$ cat src/rtl/intr_controller.sv
// intr_controller: NUM_CH-channel interrupt controller with per-channel mask,
// edge/level mode, fixed priority (channel 0 highest) and an IDLE/REQ/SVC
// handshake with the MCU. Registers sit on the I/O bus beside the I/O module.
module intr_controller #(
    parameter int          NUM_CH   = 8,
    parameter int          ID_W     = 3,
    parameter logic [31:0] VEC_BASE = 32'h0000_0100
) (
    input  logic              clk,
    input  logic              reset,
    input  logic [NUM_CH-1:0] irq_in,
    input  logic              io_cs,
    input  logic              io_wr,
    input  logic              io_rd,
    input  logic [1:0]        addr,
    input  logic [31:0]       din,
    output logic [31:0]       dout,
    input  logic              int_ack,
    output logic              intr,
    output logic [31:0]       vec,
    output logic [ID_W-1:0]   active_id
);

    typedef enum logic [1:0] {
        IDLE = 2'd0,
        REQ  = 2'd1,
        SVC  = 2'd2
    } state_t;

    localparam logic [1:0] A_MASK    = 2'd0;
    localparam logic [1:0] A_MODE    = 2'd1;
    localparam logic [1:0] A_PENDING = 2'd2;
    localparam logic [1:0] A_STATUS  = 2'd3;

    // Vector address of a channel: four bytes per entry above the base.
    function automatic logic [31:0] vec_of(input logic [ID_W-1:0] id);
        return VEC_BASE + (32'(id) << 2);
    endfunction

    state_t            state, state_nxt;
    logic [NUM_CH-1:0] sync_s1_p0, sync_s2_p1, sync_prev_p2;
    logic [NUM_CH-1:0] mask, mode, pending;
    logic [NUM_CH-1:0] rise, req, pend_clr, ack_clr;
    logic [ID_W-1:0]   winner;
    logic              wr_en, eoi, ack_take;
    logic [31:0]       unused_din_hi;

    assign wr_en    = io_cs & io_wr;
    assign eoi      = wr_en && (addr == A_STATUS);
    assign rise     = sync_s2_p1 & ~sync_prev_p2;
    assign req      = pending & mask;
    assign ack_take = (state == REQ) && int_ack && (|req);
    assign ack_clr  = ack_take ? (NUM_CH'(1) << winner) : '0;
    assign pend_clr = ((wr_en && (addr == A_PENDING)) ? din[NUM_CH-1:0] : '0) | ack_clr;
    // Upper write-data bits beyond the channel count carry no meaning.
    assign unused_din_hi = din >> NUM_CH;

    // Two-flop synchroniser plus a delayed copy for rising-edge detection.
    always_ff @(posedge clk or posedge reset) begin
        if (reset) begin
            sync_s1_p0   <= '0;
            sync_s2_p1   <= '0;
            sync_prev_p2 <= '0;
        end else begin
            // stage p0 -> p1 -> p2
            sync_s1_p0   <= irq_in;
            sync_s2_p1   <= sync_s1_p0;
            sync_prev_p2 <= sync_s2_p1;
        end
    end

    // Pending bits: edge channels latch rises (set beats clear), level channels mirror s2.
    always_ff @(posedge clk or posedge reset) begin
        if (reset) begin
            pending <= '0;
        end else begin
            pending <= (mode & (rise | (pending & ~pend_clr))) | (~mode & sync_s2_p1);
        end
    end

    // MASK and MODE configuration registers.
    always_ff @(posedge clk or posedge reset) begin
        if (reset) begin
            mask <= '0;
            mode <= '0;
        end else if (wr_en) begin
            if (addr == A_MASK) mask <= din[NUM_CH-1:0];
            if (addr == A_MODE) mode <= din[NUM_CH-1:0];
        end
    end

    // Fixed priority: lowest-index requesting channel wins.
    always_comb begin
        winner = '0;
        for (int i = NUM_CH - 1; i >= 0; i--) begin
            if (req[i]) winner = ID_W'(i);
        end
    end

    // Capture the serviced channel at acknowledge.
    always_ff @(posedge clk or posedge reset) begin
        if (reset) begin
            active_id <= '0;
        end else if (ack_take) begin
            active_id <= winner;
        end
    end

    // FSM state register.
    always_ff @(posedge clk or posedge reset) begin
        if (reset) state <= IDLE;
        else       state <= state_nxt;
    end

    // FSM next state and request output; no nesting while in service.
    always_comb begin
        state_nxt = state;
        intr      = 1'b0;
        case (state)
            IDLE: begin
                if (|req) state_nxt = REQ;
            end
            REQ: begin
                intr = 1'b1;
                if (!(|req))     state_nxt = IDLE;
                else if (int_ack) state_nxt = SVC;
            end
            SVC: begin
                if (eoi) state_nxt = IDLE;
            end
            default: state_nxt = IDLE;
        endcase
    end

    // Vector follows the live winner until service, then the latched channel.
    always_comb begin
        vec = (state == SVC) ? vec_of(active_id) : vec_of(winner);
    end

    // Combinational register read port, zero when not selected for read.
    always_comb begin
        dout = '0;
        if (io_cs && io_rd) begin
            case (addr)
                A_MASK:    dout[NUM_CH-1:0] = mask;
                A_MODE:    dout[NUM_CH-1:0] = mode;
                A_PENDING: dout[NUM_CH-1:0] = pending;
                default: begin
                    dout[9:8]       = state;
                    dout[ID_W-1:0]  = active_id;
                end
            endcase
        end
    end

endmodule
$ cat config.mk
export PLATFORM = sky130hd
export DESIGN_NAME = intr_controller
export DESIGN_NICKNAME = d
export VERILOG_FILES = /design/src/rtl/intr_controller.sv
export SDC_FILE = /design/constraint.sdc
export NUM_CORES = 1
export LEC_CHECK = 0
export ABC_AREA = 1
export CORE_MARGIN = 4
export CORE_UTILIZATION = 39
export DETAILED_ROUTE_END_ITERATION = 12
export GPL_TIMING_DRIVEN = 0
export MAX_ROUTING_LAYER = met4
export PLACE_DENSITY = 0.78
export SKIP_CTS_REPAIR_TIMING = 1
export SYNTH_ARGS = -nofsm -noshare
export SYNTH_HDL_FRONTEND = slang
export SYNTH_SLANG_ARGS = --single-unit
$ cat constraint.sdc
create_clock -name clk -period 1.8 [get_ports clk]
set_clock_uncertainty 0.15 [all_clocks]
set_input_delay 0.54 -clock clk [delete_from_list [all_inputs] [get_ports clk]]
set_output_delay 0.54 -clock clk [all_outputs]
set_load 0.03 [all_outputs]
==> impl_metrics.yaml <==
outcome:
  status: "complete, but fails checks"
  failed_checks: "setup timing"
floorplan:
  ioPinCount: 116
  initial_utilization_pct: 40.42
  die_y_microns: 92.38
  die_x_microns: 92.38
  die-area_sq_um: 8533
  rows: 30
  placeableCoreArea_sq_um: 6869
route:
  drt-total-wl_mm: 6.821
  drc: 0
  drtIter0Drc: 215
  routedWlPerCell_microns: 12.56
  antenna_left: 0
  viasPerCell: 4.378
  drt_first_pass_iters: 4
  routed-via-count: 2377
synth:
  post-synth-top-area-cell: "dfrtp_1"
  ys_warn_count: 0
  ys_seq_area_share_pct: 47.77
  yosys.area.top_type_share_pct: 47.77
  synth_area_leaders: "dfrtp_1 (48%), buf_4 (14%), nand2_1 (14%)"
  ys_types: 22
  synth_area_per_cell_sq_um: 8.465
  synthCells: 328
  ys_ff_latch: 53
  syn-cell-area_sq_um: 2776
grt:
  grt_pass1_wl_mm: 9.494
  grt_max_degree: 54
  overflow: 0
  antenna_found_initial: 0
  track_usage_pct: 14.31
  grt_pass1_vias: 2071
final_layout:
  fin_util_pct: 57.34
  final_nets: 495
  stdcell_area_sq_um: 3939
  area_delta_synth_final_pct: 41.87
  n_antenna_cell: 0
  drive_gt1_share_pct: 36.91
clock_network:
  root_buffer: "clkbuf_8"
  cts_made_buffers: 5
  tritoncts: "yes"
  htree_num_levels: 2
  cts_max_path_buffers: 2
  path_clk_slew_ns: 0.09
  clk_latency_ns: 0.30
  cts.sinks: 53
setup_path:
  r2r_end: "pending[5]"
  timing.rr.start: "mask[7]"
  path_class: "reg -> out"
  crit_slowest_cell: "dfrtp_1"
  r2r_cells: 11
  r2r_slack_ns: 0.09
  critPathTopFamily: "simple AND/OR/NAND/NOR gates"
  crit_chain: "nand2_2 -> nand2_1 -> nand2_1 -> nand2_1 -> nand2_1 -> nand2_2 -> nand2_4 -> nand2_4 -> o21ai_4 -> buf_6"
  start_kind: "register"
  end_kind: "output pin"
  cp.arrival_ns: 1.62
  crit_buf_inv: 1
  worstPathMaxFanout: 4
  slowest_delay_ns: 0.42
  cp_common_cell: "nand2_1"
  crit_start: "mask[6]"
  worstPathRequired_ns: 1.11
sta:
  worst_slew_pin_slew_ns: 0.6238
  drv_slew: 0
  slew-limit-headroom_pct: 58.33
  rsz0062_at_grt: "true"
  setup_viol: 13
  max_freq_mhz: 432.4
  worst_slack_ns: -0.5129
  hold_ws_ns: 0.1960
  hold_viol_final: 0
  fin_crit_ns: 2.313
  fin_crit_sh_pct: 128.5
placed_design:
  hpwl_mm: 4.412
  place.gp.congestion: 0.8325
  io_buffers: 39
  postPlaceCellArea_sq_um: 3525
hold_path:
  hp-class: "reg -> reg"
  min_from: "sync_s1_p0[0]"
  whs_endpoint: "sync_s2_p1[0]"
  hold_depth: 0
flow_run:
  max_cap_violations: 0
power_and_ir_drop:
  ir_drop_mv: 0.4040
  p_leak_nw: 2.159
  powerDensity_nw_per_um2: 951.0
==> registers in the layout, indices dropped and copies added, names as in the netlist <==
name and count:
state 2, mask 8, pending 8, mode 8, sync_s1_p0 8, active_id 3, sync_s2_p1 8, sync_prev_p2 8
==> layer usage <==
layer,vias up,global-route usage (%),wire (microns)
met5,-,-,0
met2,117,23.26,3353
met1,1074,16.16,2621
met4,0,6.436,241
li1,1163,-,-
met3,23,4.549,605
==> worst register-to-register path, stage by stage, from the launching register on <==
cell and delay, ns:
dfrtp_1 0.41, nand2_2 0.09, buf_4 0.11, nand2_2 0.06, buf_4 0.14, nor2_2 0.19, inv_1 0.08, nand3_2 0.12
inv_1 0.07, nand4_1 0.11, nand2_1 0.06, nand2_1 0.06
==> cell usage after synthesis <==
cell and instances:
nand3_1 19, buf_6 3, dfrtp_1 53, nand2_2 9, nor2_1 3, o21ai_0 13, conb_1 2, inv_2 3
buf_4 51, nor3_1 6, nand2_4 2, o31ai_1 1, nor2_8 1, o21ai_1 7, nand3_2 1, inv_1 35
nor2_4 2, nand2_1 102, nand4_2 1, o21ai_2 8, o211ai_1 4, nand4_1 2
==> placed cells by master (no fill, tap or decap), types with 3 or more instances in the layout <==
master / n
buf_4: 73
buf_6: 14
clkbuf_8: 6
clkdlybuf4s50_1: 19
conb_1: 51
dfrtp_1: 52
dlymetal6s2s_1: 3
inv_1: 22
inv_2: 12
nand2_1: 89
nand2_2: 15
nand2_4: 8
nand3_1: 17
nand3_2: 3
nor2_4: 5
nor3_1: 4
o211ai_1: 4
o21ai_0: 12
o21ai_1: 6
o21ai_2: 9
==> through the flow <==
step | setup slack [ns] | TNS [ns] | power, mW | instances
finish | -0.5129 | -3.384 | 3.746 | 543
global route | -0.6140 | -4.150 | 3.972 | 543
CTS | -1.403 | -18.37 | 3.486 | 519
detailed placement | -1.400 | -34.65 | 2.814 | 512
global placement | -1.392 | -32.27 | 2.777 | 512
floorplan | -0.1176 | -0.7029 | 2.446 | 377
==> kinds of logic after synthesis <==
group                  Yosys count  share of synthesized area [%]
and+or+nand+nor                148                          24.33
buffers and inverters           92                          20.14
DFF                             53                          47.77
AOI/OAI and AO/OA               33                          7.481
other                            2                         0.2705
==> worst max-delay path by stage <==
stage,to,slack (ns),depth (start not counted)
3_5_place_dp,dout[2],-1.40,8
6_report,vec[2],-0.51,10
4_1_cts,dout[2],-1.40,8
2_1_floorplan,dout[8],-0.12,3
5_1_grt,vec[2],-0.61,10
3_3_place_gp,dout[1],-1.39,8
==> power breakdown <==
group / total, mW / switching [mW] / internal (mW)
logic: 1.56 / 0.930 / 0.630
clock network: 0.663 / 0.357 / 0.306
registers: 1.52 / 0.158 / 1.36
==> final cells by class <==
| cell class | instances | area [sq um] |
|---|---|---|
| Sequential cell | 53 | 1328 |
| Buffer | 54 | 432.9 |
| Multi-Input combinational cell | 234 | 1235 |
| Tap cell | 96 | 120.1 |
| Fill cell | 611 | 2930 |
| Timing Repair Buffer | 60 | 563.0 |
| Timing Repair inverter | 1 | 7.507 |
| Inverter | 38 | 166.4 |
| Clock buffer | 7 | 86.33 |
Note: power is estimated with default switching activity, not from simulation.
